### src/rtl/wb_dual_retire.sv
// Dual-issue write-back stage: registers the two-slot memory bus, commits both slots to the
// register file and HI/LO in one cycle, and serializes retirements through a FIFO onto the debug trace.
module wb_dual_retire #(
   parameter int FIFO_DEPTH   = 4,
   parameter int MEM_TO_WB_WD = 136,
   parameter int HILO_WD      = 66
) (
   input  logic                      clk,
   input  logic                      resetn,
   input  logic                      flush,
   input  logic [5:0]                stall,
   input  logic [2*MEM_TO_WB_WD-1:0] mem_to_wb_bus,
   output logic [75:0]               wb_to_rf_bus,
   output logic [31:0]               hi_o,
   output logic [31:0]               lo_o,
   output logic                      stallreq_wb,
   output logic [31:0]               debug_wb_pc,
   output logic [3:0]                debug_wb_rf_wen,
   output logic [4:0]                debug_wb_rf_wnum,
   output logic [31:0]               debug_wb_rf_wdata
);

   localparam int PTR_W = $clog2(FIFO_DEPTH);
   localparam int CNT_W = PTR_W + 1;
   localparam int ENT_W = 70;

   logic [2*MEM_TO_WB_WD-1:0] r_stage;
   logic                      r_fresh;
   logic [31:0]               r_hi;
   logic [31:0]               r_lo;
   logic [ENT_W-1:0]          r_fifo [FIFO_DEPTH];
   logic [PTR_W-1:0]          r_wptr;
   logic [PTR_W-1:0]          r_rptr;
   logic [CNT_W-1:0]          r_count;
   logic [31:0]               r_dbg_pc;
   logic [3:0]                r_dbg_wen;
   logic [4:0]                r_dbg_wnum;
   logic [31:0]               r_dbg_wdata;

   logic [MEM_TO_WB_WD-1:0] w_slot1, w_slot2;
   logic [HILO_WD-1:0]      w_hilo1, w_hilo2;
   logic [31:0]             w_pc1, w_pc2, w_wdata1, w_wdata2;
   logic [4:0]              w_waddr1, w_waddr2;
   logic                    w_we1, w_we2;
   logic                    w_push1, w_push2;
   logic [1:0]              w_npush;
   logic                    w_pop;
   logic [CNT_W-1:0]        w_count_next;
   logic [PTR_W-1:0]        w_wptr2;
   logic [ENT_W-1:0]        w_ent1, w_ent2, w_rd;
   logic                    w_unused_stall;

   assign w_unused_stall = ^stall[4:0];

   assign w_slot1  = r_stage[MEM_TO_WB_WD-1:0];
   assign w_slot2  = r_stage[2*MEM_TO_WB_WD-1:MEM_TO_WB_WD];
   assign w_hilo1  = w_slot1[MEM_TO_WB_WD-1 -: HILO_WD];
   assign w_hilo2  = w_slot2[MEM_TO_WB_WD-1 -: HILO_WD];
   assign w_pc1    = w_slot1[69:38];
   assign w_pc2    = w_slot2[69:38];
   assign w_we1    = w_slot1[37];
   assign w_we2    = w_slot2[37];
   assign w_waddr1 = w_slot1[36:32];
   assign w_waddr2 = w_slot2[36:32];
   assign w_wdata1 = w_slot1[31:0];
   assign w_wdata2 = w_slot2[31:0];

   // A slot retires only in the single cycle after capture; a zero PC marks a bubble.
   assign w_push1 = r_fresh & (w_pc1 != 32'd0);
   assign w_push2 = r_fresh & (w_pc2 != 32'd0);

   assign wb_to_rf_bus = {w_push2 & w_we2, w_waddr2, w_wdata2,
                          w_push1 & w_we1, w_waddr1, w_wdata1};

   assign w_ent1 = {w_pc1, w_we1 & (w_waddr1 != 5'd0), w_waddr1, w_wdata1};
   assign w_ent2 = {w_pc2, w_we2 & (w_waddr2 != 5'd0), w_waddr2, w_wdata2};

   assign w_npush      = {1'b0, w_push1} + {1'b0, w_push2};
   assign w_pop        = (r_count != '0);
   assign w_count_next = r_count + CNT_W'(w_npush) - CNT_W'(w_pop);
   assign w_wptr2      = r_wptr + PTR_W'(w_push1);
   assign w_rd         = r_fifo[r_rptr];

   // Holding upstream while two entries could still be missing keeps room for the next dual retire.
   assign stallreq_wb = (w_count_next > CNT_W'(FIFO_DEPTH - 2));

   always_ff @(posedge clk or negedge resetn) begin
      if (!resetn) begin
         r_stage <= '0;
         r_fresh <= 1'b0;
      end else if (flush) begin
         r_stage <= '0;
         r_fresh <= 1'b0;
      end else if (!stall[5]) begin
         r_stage <= mem_to_wb_bus;
         r_fresh <= 1'b1;
      end else begin
         r_fresh <= 1'b0;
      end
   end

   // i2 is applied after i1 so it wins a same-register conflict.
   always_ff @(posedge clk or negedge resetn) begin
      if (!resetn) begin
         r_hi <= '0;
         r_lo <= '0;
      end else begin
         if (w_push1 & w_hilo1[65]) r_hi <= w_hilo1[63:32];
         if (w_push1 & w_hilo1[64]) r_lo <= w_hilo1[31:0];
         if (w_push2 & w_hilo2[65]) r_hi <= w_hilo2[63:32];
         if (w_push2 & w_hilo2[64]) r_lo <= w_hilo2[31:0];
      end
   end

   always_ff @(posedge clk) begin
      if (w_push1) r_fifo[r_wptr]  <= w_ent1;
      if (w_push2) r_fifo[w_wptr2] <= w_ent2;
   end

   always_ff @(posedge clk or negedge resetn) begin
      if (!resetn) begin
         r_wptr  <= '0;
         r_rptr  <= '0;
         r_count <= '0;
      end else begin
         r_wptr  <= r_wptr + PTR_W'(w_npush);
         r_rptr  <= r_rptr + PTR_W'(w_pop);
         r_count <= w_count_next;
      end
   end

   always_ff @(posedge clk or negedge resetn) begin
      if (!resetn) begin
         r_dbg_pc    <= '0;
         r_dbg_wen   <= '0;
         r_dbg_wnum  <= '0;
         r_dbg_wdata <= '0;
      end else if (w_pop) begin
         r_dbg_pc    <= w_rd[69:38];
         r_dbg_wen   <= {4{w_rd[37]}};
         r_dbg_wnum  <= w_rd[36:32];
         r_dbg_wdata <= w_rd[31:0];
      end else begin
         r_dbg_pc    <= '0;
         r_dbg_wen   <= '0;
         r_dbg_wnum  <= '0;
         r_dbg_wdata <= '0;
      end
   end

   a_no_overflow: assert property (@(posedge clk) disable iff (!resetn)
      w_count_next <= CNT_W'(FIFO_DEPTH));

   assign hi_o              = r_hi;
   assign lo_o              = r_lo;
   assign debug_wb_pc       = r_dbg_pc;
   assign debug_wb_rf_wen   = r_dbg_wen;
   assign debug_wb_rf_wnum  = r_dbg_wnum;
   assign debug_wb_rf_wdata = r_dbg_wdata;

endmodule

### config.mk
export PLATFORM = sky130hd
export DESIGN_NAME = wb_dual_retire
export DESIGN_NICKNAME = d
export VERILOG_FILES = /design/src/rtl/wb_dual_retire.sv
export SDC_FILE = /design/constraint.sdc
export NUM_CORES = 1
export LEC_CHECK = 0
export ABC_AREA = 1
export CORE_MARGIN = 10
export CORE_UTILIZATION = 42
export DETAILED_ROUTE_END_ITERATION = 12
export PLACE_DENSITY = 0.76
export SETUP_SLACK_MARGIN = 0.15
export SLEW_MARGIN = 20
export SYNTH_ARGS = -nofsm -noshare
export SYNTH_HDL_FRONTEND = slang
export SYNTH_SLANG_ARGS = --single-unit
export TNS_END_PERCENT = 1
### constraint.sdc
create_clock -name clk -period 14.6 [get_ports clk]
set_input_delay 2.92 -clock clk [delete_from_list [all_inputs] [get_ports clk]]
set_output_delay 2.92 -clock clk [all_outputs]
set_load 0.02 [all_outputs]
Word-level counts from Yosys, hierarchy flattened --
Memories as Yosys holds them, arrays and structs flattened. Index checks and enable logic that the tools add are counted.
Word-level totals: bits in registers 417, RAM bits 280, input port bits 281, output and inout port bits 214, logic and storage cells 53, memories kept 1
Operators by class: add/sub/neg operators 6, order comparisons 1, eq/ne operators 1, multiplexer cells 16, bitwise gates (word level) 10, reduce and logical (&&, ||, !) cells 7
Memory list:
- r_fifo | depth 4, bits a word 70, rd ports 1, clocked after memory_dff 0, write ports 2, RTL line 31 | logic [ENT_W-1:0] r_fifo [FIFO_DEPTH];
Operator list (number):
- two-way mux 272 bit | 2
- two-way mux 32 bit | 6
- nonzero test 32 bit | 2
- AND 1 bit | 10
- nonzero test 5 bit | 2
- two-way mux 1 bit | 6
- two-way mux 5 bit | 1
- adder 2 x 1 -> 2 bit | 2
- two-way mux 4 bit | 1
- nonzero test 2 bit | 2
- adder 3 x 2 -> 3 bit | 1
- greater-than comparator 3 x 2 -> 1 bit, second input constant | 1
- nonzero test 3 bit | 1
- subtractor 3 x 1 -> 3 bit | 1
- adder 1 x 1 -> 2 bit | 1
- adder 2 bit | 1
- inequality test 2 bit, second input constant | 1

Depth between registers and ports, before layout --
Gate-level depths: netlist of run 1.
depth in word-level cells 6, depth in mapped cells 16, gate-level depth less buffers 16

Worst setup path before layout of run 1 --
Ideal clock, no wire load.
kind reg2reg, from reg r_fresh, to mem r_fifo[2][0], enable pin, setup time 0.595 ns, arrival time 5.783 ns, required time 14.005 ns, slack 8.222 ns, stages on the path, launching flop included 5, buffers on the path 2, clock period less this slack 6.378 ns, path through dfrtp_1 -> buf_4 -> buf_2 -> nand2_1 -> o21ai_0
RTL lines:
- start, declared | RTL line 28 | logic r_fresh;
- start signal, assigned | RTL line 90 | r_fresh <= 1'b0;
- start signal, assigned | RTL line 93 | r_fresh <= 1'b0;
- start signal, assigned | RTL line 96 | r_fresh <= 1'b1;
- end, declared | RTL line 31

Worst setup path in the final report of run 1 --
from reg r_stage[54], to out stallreq_wb
Between the ends: longest elaborated chain between the ends 6
Ends and longest elaborated chain:
- start, declared | RTL line 27 | logic [2*MEM_TO_WB_WD-1:0] r_stage;
- start signal, assigned | RTL line 95 | r_stage <= mem_to_wb_bus;
- nonzero test 32 bit | RTL line 69 | assign w_push1 = r_fresh & (w_pc1 != 32'd0);
- AND 1 bit | RTL line 69
- adder 1 x 1 -> 2 bit | RTL line 78 | assign w_npush = {1'b0, w_push1} + {1'b0, w_push2};
- adder 3 x 2 -> 3 bit | RTL line 80 | assign w_count_next = r_count + CNT_W'(w_npush) - CNT_W'(w_pop);
- subtractor 3 x 1 -> 3 bit | RTL line 80
- via w_count_next[2] | RTL line 48 | logic [CNT_W-1:0] w_count_next;
- greater-than comparator 3 x 2 -> 1 bit | RTL line 85 | assign stallreq_wb = (w_count_next > CNT_W'(FIFO_DEPTH - 2));
- end, declared | RTL line 16 | output logic stallreq_wb,
The timed path passes the listed nets, and every way through them passes these cells.

==> impl_metrics.yaml, run 1 <==
grt:
  first_global_vias: 24700
  antenna_found_initial: 12
  grt_pass1_wl_um: 146000
  grtUsageTotal_pct: 21.7
  gr-total-overflow: 0
  grt_max_degree: 139
clock_tree:
  cts_buffers: 76
  post_cts_buffers: 0
  worstSkewPairLatency_ps: 610
  clk_pin_slew_ps: 60
  cts_resized: 0
  cts_root_buf: "clkbuf_16"
  htree_levels: 3
  hold_buffers: 0
  tritoncts: "yes"
  clock_path_buffers: 3
  cts_sinks: 694
synth:
  synthTopCellsByCount: "nand2_1 (1,029), o21ai_0 (468), dfrtp_1 (414)"
  yosys_warnings: 0
  ys_ff_latch: 694
  synth_nets: 3665
  synth_ff_type: "dfrtp_1"
  yosysTopAreaCell: "dfrtp_1"
  synth_edf_count: 280
  async_flop_share_pct: 59.7
  yosysMostFrequentCell: "nand2_1"
  ys_seq_area_share_pct: 60.7
  synth.distinct_cells: 29
  ys_top_cells_by_area: "dfrtp_1 (34%), edfxtp_1 (27%), nand2_1 (12%), o21ai_0 (7.6%), nand3_1 (4.1%)"
  netlist_area_um2: 30900
  synthCells: 3376
  synth_top_area_share_pct: 33.5
  syn_area_per_cell_um2: 9.15
routing:
  drc: 0
  drt-wirelength-per-cell_um: 20.2
  totalWireLength_um: 94700
  drt_iter0_markers: 2140
  ant_nets: 0
  dr.pass1.iters: 8
  avgViaCountPerCell: 5.36
  num_vias: 25100
placement:
  dp_hpwl_um: 59600
  dp_slack_ps: 7420
  io_buffer_count: 489
  place_congestion: 0.834
final_layout:
  fillers: 6398
  nets: 3949
  area_delta_synth_final_pct: 23.3
  seq_area_um2: 18800
  multi_input_area_um2: 10000
  drive_gt1_share_pct: 5.46
critical_path:
  r2r_end: "r_fifo[1][14]$_DFFE_PP_"
  rr_worst_depth: 13
  crit_arrival_ps: 4850
  crit_path_end_kind: "primary output"
  worstSetupStartpoint: "r_stage[54]$_DFFE_PN0P_"
  r2r-start: "r_stage[54]$_DFFE_PN0P_"
  reg2reg_setup_slack_ps: 9320
  crit_path_end: "stallreq_wb"
  cp.required_ps: 11680
  critPathLaunchType: "register"
  critPathMaxFanout: 5
  crit_type: "register to primary output"
floorplanning:
  core_um2: 73000
  rows: 99
  start_util_pct: 42.4
  die_y_um: 291
  die-area_um2: 84800
  ioPinCount: 495
  chipWidth_um: 291
sta:
  slew_headroom_pct: 26.7
  period_share_pct: 53.2
  tightest_slew_ps: 1100
  drv_slew: 0
  rsz0062_at_grt: "false"
  setup_slack_ps: 6830
  setup_tns_ps: 0
  skew_ps: 25.2
  setup_viol: 0
  finalHoldViolCount: 0
  min_period_ps: 7770
  max_freq_ghz: 0.129
run:
  maxCapViolations: 0
worst_hold_path:
  worstHoldPathCells: 2
  hold_class: "register to register"
power:
  power.density_nw_per_um2: 165
  irDropWorstVdd_v: 0.000181
  leakage_nw: 16.3
status:
  status: "finished clean"
==> routing by layer <==
layer / vias to the layer above / wire length (µm) / global-route usage [%]
met3: 206 / 8420 / 5.77
met2: 1085 / 46000 / 36.1
met5: - / 129 / 0
met4: 20 / 3450 / 8.98
li1: 11700 / - / -
met1: 12100 / 36700 / 26.2
==> final cells by class <==
type / count / area share (%)
timing repair buffer: 525 / 13.6
sequential: 694 / 49.3
clock buffer: 108 / 5.80
tap: 959 / 3.15
multi-input combinational: 2264 / 26.3
clock inverter: 31 / 0.864
inverter: 99 / 0.995
antenna: 3 / 0.0197
==> metrics by stage <==
step           util [%]  hold WS, ps  power, mW  instances  cell area [µm²]
6_report           52.2          503       6.27       4683            38100
2_1_floorplan         -          476       3.60       3376            30900
4_1_cts            52.2          507       6.32       4679            38100
3_3_place_gp       48.7          488       4.33       4540            35500
5_1_grt            52.2          522       6.58       4682            38100
3_5_place_dp       48.7          492       4.37       4540            35500
==> how the worst min path moves through the flow <==
stage / start / endpoint
after floorplan: r_stage[206]$_DFFE_PN0P_ / r_stage[206]$_DFFE_PN0P_
after global placement: lo_o[5]$_DFFE_PN0P_ / lo_o[5]$_DFFE_PN0P_
after detailed placement: lo_o[18]$_DFFE_PN0P_ / lo_o[18]$_DFFE_PN0P_
after CTS: hi_o[9]$_DFFE_PN0P_ / hi_o[9]$_DFFE_PN0P_
after global routing: r_stage[225]$_DFFE_PN0P_ / r_stage[225]$_DFFE_PN0P_
final: hi_o[9]$_DFFE_PN0P_ / hi_o[9]$_DFFE_PN0P_
==> kinds of logic after synthesis <==
logic type / synth area share [%]
simple gates: 22.2
flops: 60.7
compound gates: 9.39
buf+inv: 7.15
fa+ha+maj: 0.348
xor+xnor: 0.194
==> worst max-delay path, stage by stage, from the launching register on <==
cell and delay (ps):
dfrtp_1 430, inv_1 90, nand2_1 70, nor3_1 250, nand2_1 120, nor2_1 140
nand2_1 220, nand2_1 390, inv_1 130, ha_1 320, inv_1 50, ha_1 270
inv_1 40, ha_1 190, fa_1 430, xnor2_1 220, a21o_1 210, clkdlybuf4s50_1 640
==> cells in the final DEF (no fill, tap or decap), drive strengths merged <==
master | synthesis | layout
a21o | 1 | 1
edfxtp | 280 | 280
fa | 1 | 1
clkbuf | 142 | 108
xor2 | 1 | 1
buf | 177 | 38
o21ai | 507 | 507
clkinvlp | 0 | 2
nand2 | 1030 | 1030
nand4 | 73 | 73
a21oi | 70 | 70
dfrtp | 414 | 414
nand3 | 257 | 257
inv | 99 | 102
clkinv | 0 | 21
nor3 | 5 | 5
a21boi | 1 | 1
nor2 | 306 | 306
diode | 0 | 3
clkdlybuf4s50 | 0 | 487
ha | 7 | 7
bufinv | 0 | 5
xnor2 | 5 | 5
==> power by group <==
part           internal [mW]  total, mW  switching (mW)
logic                  0.609       1.72            1.11
clock network           1.15       1.95           0.795
registers               2.42       2.61           0.186
total                   4.18       6.27            2.09
==> registers in the layout, indices dropped and copies added, names as in the netlist <==
name	flops
r_count	3
debug_wb_rf_wnum	5
r_rptr	2
debug_wb_rf_wen	1
r_stage	272
debug_wb_rf_wdata	32
lo_o	32
debug_wb_pc	32
r_fresh	1
r_wptr	2
r_fifo	280
hi_o	32
(Power assumes the default switching activity.)
==> run 2: changes to the inputs <==
--- a/config.mk
+++ b/config.mk
@@ -9,7 +9,7 @@
 export CORE_MARGIN = 10
 export CORE_UTILIZATION = 42
 export DETAILED_ROUTE_END_ITERATION = 12
-export PLACE_DENSITY = 0.76
+export PLACE_DENSITY = 0.79
 export SETUP_SLACK_MARGIN = 0.15
 export SLEW_MARGIN = 20
 export SYNTH_ARGS = -nofsm -noshare
==> constraint.sdc (replaced) <==
create_clock -name clk -period 6.3 [get_ports clk]
set_input_delay 1.26 -clock clk [delete_from_list [all_inputs] [get_ports clk]]
set_output_delay 1.26 -clock clk [all_outputs]
set_load 0.02 [all_outputs]
==> impl_metrics.yaml, run 2 (synthesized netlist as in run 1, its figures left out) <==
sta:
  min_period_ps: 5960
  period_share_pct: 94.6
  drv_slew: 0
  skew_ps: 28.7
  max_freq_ghz: 0.168
  setup_tns_ps: 0
  tightest_slew_ps: 1090
  slew_headroom_pct: 27.2
  setup_slack_ps: 341
  setup_viol: 0
  timing.hold.ws_ps: 505
  rsz0062_at_grt: "false"
  finalHoldViolCount: 0
grt:
  grt_max_degree: 147
  grt_pass1_wl_um: 145000
  gr-total-overflow: 0
  antenna_found_initial: 12
  grtUsageTotal_pct: 21.4
  first_global_vias: 24900
routing:
  ant_nets: 0
  dr.pass1.iters: 5
  num_vias: 25100
  drt_iter0_markers: 2388
  drt-wirelength-per-cell_um: 20.0
  totalWireLength_um: 93800
  drc: 0
  avgViaCountPerCell: 5.35
power:
  fin_total_pwr_mw: 14.4
  irDropWorstVdd_v: 0.000320
  power.density_nw_per_um2: 378
  leakage_nw: 16.3
run:
  maxCapViolations: 0
clock_tree:
  htree_levels: 3
  tritoncts: "yes"
  worstSkewPairLatency_ps: 610
  clock_path_buffers: 3
  cts_sinks: 694
  cts_buffers: 74
  clk_pin_slew_ps: 60
  post_cts_buffers: 0
  cts_root_buf: "clkbuf_16"
final_layout:
  top_register: "r_fifo"
  nets: 3951
  final_area_um2: 38000
  drive_gt1_share_pct: 5.32
  largest_reg_flops: 280
  fin_util_pct: 52.1
  area_delta_synth_final_pct: 23.1
  fillers: 6276
  top_regs: "r_fifo: 280 flops, r_stage: 272 flops"
  instances_no_fill: 4688
  layout_common_cells: "nand2_1 (1,025), clkdlybuf4s50_1 (487), o21ai_0 (467)"
  mostFrequentLayoutCell: "nand2_1"
critical_path:
  critPathMaxFanout: 6
  cp.required_ps: 5040
  slowest_stage: "clkdlybuf4s50_1"
  path_cells: "nor2_1 > nand4_1 > nor2_1 > nand2_1 > nand2_2 > inv_1 > ha_1 > inv_1 > ha_1 > inv_1 > ha_1 > fa_1 > xnor2_1 > a21o_1 > clkdlybuf4s50_1"
  worstSetupStartpoint: "r_stage[46]$_DFFE_PN0P_"
  crit_type: "register to primary output"
  max_stage_delay_ps: 630
  critPathLaunchType: "register"
  crit_arrival_ps: 4700
  r2r-start: "r_stage[46]$_DFFE_PN0P_"
  crit_buf_inv: 4
  crit_path_end_kind: "primary output"
  crit_family: "simple AND/OR/NAND/NOR gates"
floorplanning:
  die_y_um: 291
  chipWidth_um: 291
  ioPinCount: 495
  die-area_um2: 84800
  core_um2: 73000
  start_util_pct: 42.4
  rows: 99
placement:
  dpl-instance-area_um2: 35600
  dp_cells: 4545
  io_buffer_count: 489
  dp_slack_ps: 926
  place_congestion: 0.823
  dp_hpwl_um: 59600
worst_hold_path:
  min_from: "hi_o[26]$_DFFE_PN0P_"
  hold_class: "register to register"
status:
  status: "finished clean"
run 2: cell types whose count changed in the layout (fill, tap and decap cells not counted), sizes merged:
cell / change
diode: +3
clkinv: -3
clkbuf: -3
buf: +4
bufinv: +1
inv: +2
clkinvlp: +1
run 2: worst min-delay path, delay by kind of cell, from the launching register on:
family / cells / cell delay [ps]
flops: 1 / 340
simple gates: 2 / 130
run 2: cell type report:
class	count	area [µm²]	area share [%]
clock inverters	32	362	0.950
repair buffers	529	5280	13.9
diodes	6	15.0	0.0395
clock buffers	105	2030	5.33
flip-flops and latches	694	18800	49.4
inverters	99	379	0.997
well taps	959	1200	3.15
multi-input cells	2264	10000	26.3
run 2: repair_timing:
| action | 4_1_cts | 5_1_grt |
|---|---|---|
| hold buffers | 0 | 0 |
| resized for setup | 0 | 1 |
| setup endpoints to repair | 0 | 1 |
run 2: final timing paths:
kind / to / cells past startpoint / slack (ps)
min: hi_o[26]$_DFFE_PN0P_ / 2 / 500
max: stallreq_wb / 15 / 340
min reg2reg: hi_o[26]$_DFFE_PN0P_ / 2 / 500
max in group asynchronous: r_stage[244]$_DFFE_PN0P_ / 2 / 4370
min in group asynchronous: debug_wb_rf_wdata[17]$_DFF_PN0_ / 1 / 640
max reg2reg: r_fifo[1][7]$_DFFE_PP_ / 11 / 1470
run 2: per-layer routing:
layer  routed length (µm)  track usage [%]  up-vias
li1                     -                -    11700
met4                 3550             9.37       16
met1                36400             25.7    12100
met5                  108                0        -
met3                 8020             5.42      217
met2                45700             36.0     1060
run 2: power breakdown:
| part | switching, mW | leakage, nW | total, mW | internal (mW) |
|---|---|---|---|---|
| Sequential | 0.434 | 8.06 | 6.04 | 5.61 |
| Combinational | 2.57 | 7.05 | 3.99 | 1.42 |
| Clock | 1.83 | 1.16 | 4.34 | 2.51 |
| Total | 4.83 | 16.3 | 14.4 | 9.54 |
==> run 3: changes to the inputs <==
--- a/config.mk
+++ b/config.mk
@@ -8,6 +8,7 @@
 export ABC_AREA = 1
 export CORE_MARGIN = 10
 export CORE_UTILIZATION = 42
+export CTS_CLUSTER_SIZE = 10
 export DETAILED_ROUTE_END_ITERATION = 12
 export PLACE_DENSITY = 0.79
 export SETUP_SLACK_MARGIN = 0.15
==> impl_metrics.yaml, run 3 (synthesized netlist as in run 1, its figures left out) <==
clock_tree:
  post_cts_buffers: 0
  htree_levels: 3
  cts_root_buf: "clkbuf_16"
  cts_buffers: 83
  clock_path_buffers: 3
  tritoncts: "yes"
  worstSkewPairLatency_ps: 620
  cts_sinks: 694
  clk_pin_slew_ps: 60
  hold_buffers: 0
grt:
  first_global_vias: 25100
  grt_max_degree: 147
  antenna_found_initial: 14
  gr-total-overflow: 0
  grtUsageTotal_pct: 21.6
  grt_pass1_wl_um: 146000
routing:
  dr.pass1.iters: 6
  avgViaCountPerCell: 5.36
  drc: 0
  drt-wirelength-per-cell_um: 20.1
  totalWireLength_um: 94400
  num_vias: 25200
  drt_iter0_markers: 2476
  ant_nets: 0
sta:
  skew_ps: 30.2
  rsz0062_at_grt: "false"
  max_freq_ghz: 0.170
  tightest_slew_ps: 1120
  period_share_pct: 93.3
  setup_tns_ps: 0
  drv_slew: 0
  finalHoldViolCount: 0
  slew_headroom_pct: 25.3
  setup_viol: 0
  min_period_ps: 5880
  timing.hold.ws_ps: 503
power:
  leakage_nw: 16.3
  irDropWorstVdd_v: 0.000328
  power.density_nw_per_um2: 381
critical_path:
  crit_arrival_ps: 4620
  r2r_end: "r_fifo[1][8]$_DFFE_PP_"
  critPathMaxFanout: 6
  cp.required_ps: 5040
  slowest_stage: "clkdlybuf4s50_1"
  reg2reg_setup_slack_ps: 1560
  critPathLaunchType: "register"
  rr_worst_depth: 11
  crit_path_end_kind: "primary output"
  r2r-start: "r_stage[46]$_DFFE_PN0P_"
  crit_buf_inv: 4
  crit_family: "adder cells"
  path_cells: "nor2_1 > nand4_1 > nor2_1 > nand2_1 > nand2_4 > inv_1 > ha_1 > inv_1 > ha_1 > inv_1 > ha_1 > fa_1 > xnor2_1 > a21o_1 > clkdlybuf4s50_1"
  max_stage_delay_ps: 630
  crit_type: "register to primary output"
worst_hold_path:
  worstHoldPathCells: 2
  min_to: "r_stage[114]$_DFFE_PN0P_"
  min_from: "r_stage[114]$_DFFE_PN0P_"
  hold_class: "register to register"
final_layout:
  top_regs: "r_fifo: 280 flops, r_stage: 272 flops"
  layout_common_cells: "nand2_1 (1,025), clkdlybuf4s50_1 (487), o21ai_0 (467)"
  nets: 3960
  drive_gt1_share_pct: 5.24
  largest_reg_flops: 280
  top_register: "r_fifo"
  area_delta_synth_final_pct: 23.7
  mostFrequentLayoutCell: "nand2_1"
floorplanning:
  start_util_pct: 42.4
  die_y_um: 291
  die-area_um2: 84800
  chipWidth_um: 291
  ioPinCount: 495
  rows: 99
  core_um2: 73000
placement:
  place_congestion: 0.823
  dp_hpwl_um: 59600
  io_buffer_count: 489
run:
  maxCapViolations: 0
status:
  status: "finished clean"
run 3: cell types whose count changed in the layout (fill, tap and decap cells not counted), sizes merged:
| cell | change |
|---|---|
| clkbuf | +39 |
| clkinv | -12 |
| diode | -1 |
| inv | -4 |
| clkinvlp | -3 |
| bufinv | -6 |
run 3: repair_timing:
action | CTS | global route
endpoints found under the hold margin | 0 | 0
setup endpoints to repair | 0 | 1
resized for setup | 0 | 2
run 3: stage by stage:
stage | std cells | setup WS [ps] | util [%] | instance area (µm²) | power (mW)
finish | 4701 | 422 | 52.4 | 38200 | 14.6
floorplan | 3376 | 1620 | - | 30900 | 8.33
global placement | 4545 | 1020 | 48.8 | 35600 | 10.0
CTS | 4696 | 254 | 52.4 | 38200 | 14.7
global route | 4698 | 175 | 52.4 | 38200 | 15.2
detailed placement | 4545 | 926 | 48.8 | 35600 | 10.1
run 3: cell type report:
class,instances,area (µm²)
multi-input combinational,2264,10000
clock buffer,144,2490
tap,959,1200
inverter,99,379
clock inverter,7,72.6
antenna,5,12.5
sequential,694,18800
timing repair buffer,529,5280
fill,6278,34700
run 3: worst max-delay path by stage:
| stage | slack [ps] | depth (start not counted) | start | to |
|---|---|---|---|---|
| floorplan | 1620 | 15 | r_stage[55]$_DFFE_PN0P_ | r_fifo[2][0]$_DFFE_PP_ |
| global placement | 1020 | 15 | r_stage[47]$_DFFE_PN0P_ | stallreq_wb |
| detailed placement | 930 | 15 | r_stage[46]$_DFFE_PN0P_ | stallreq_wb |
| CTS | 250 | 15 | r_stage[47]$_DFFE_PN0P_ | stallreq_wb |
| global route | 170 | 15 | r_stage[42]$_DFFE_PN0P_ | stallreq_wb |
| finish | 420 | 15 | r_stage[46]$_DFFE_PN0P_ | stallreq_wb |
run 3: per-layer routing:
| metal | vias to the layer above | track usage, % | share of wire, % |
|---|---|---|---|
| met5 | - | 0 | 0.14 |
| met4 | 18 | 8.83 | 3.5 |
| met3 | 223 | 5.77 | 9.2 |
| met2 | 1141 | 36.4 | 49 |
| met1 | 12100 | 25.8 | 38 |
| li1 | 11700 | - | - |
run 3: report_power, final:
group | total [mW] | internal, mW | switching (mW)
logic | 3.98 | 1.42 | 2.56
clock network | 4.52 | 2.68 | 1.84
registers | 6.05 | 5.61 | 0.440
run 3: tightest hold or removal path, stage by stage, from the launching register on:
cell and delay (ps):
dfrtp_1 340, nand3_1 70, nand2_1 60
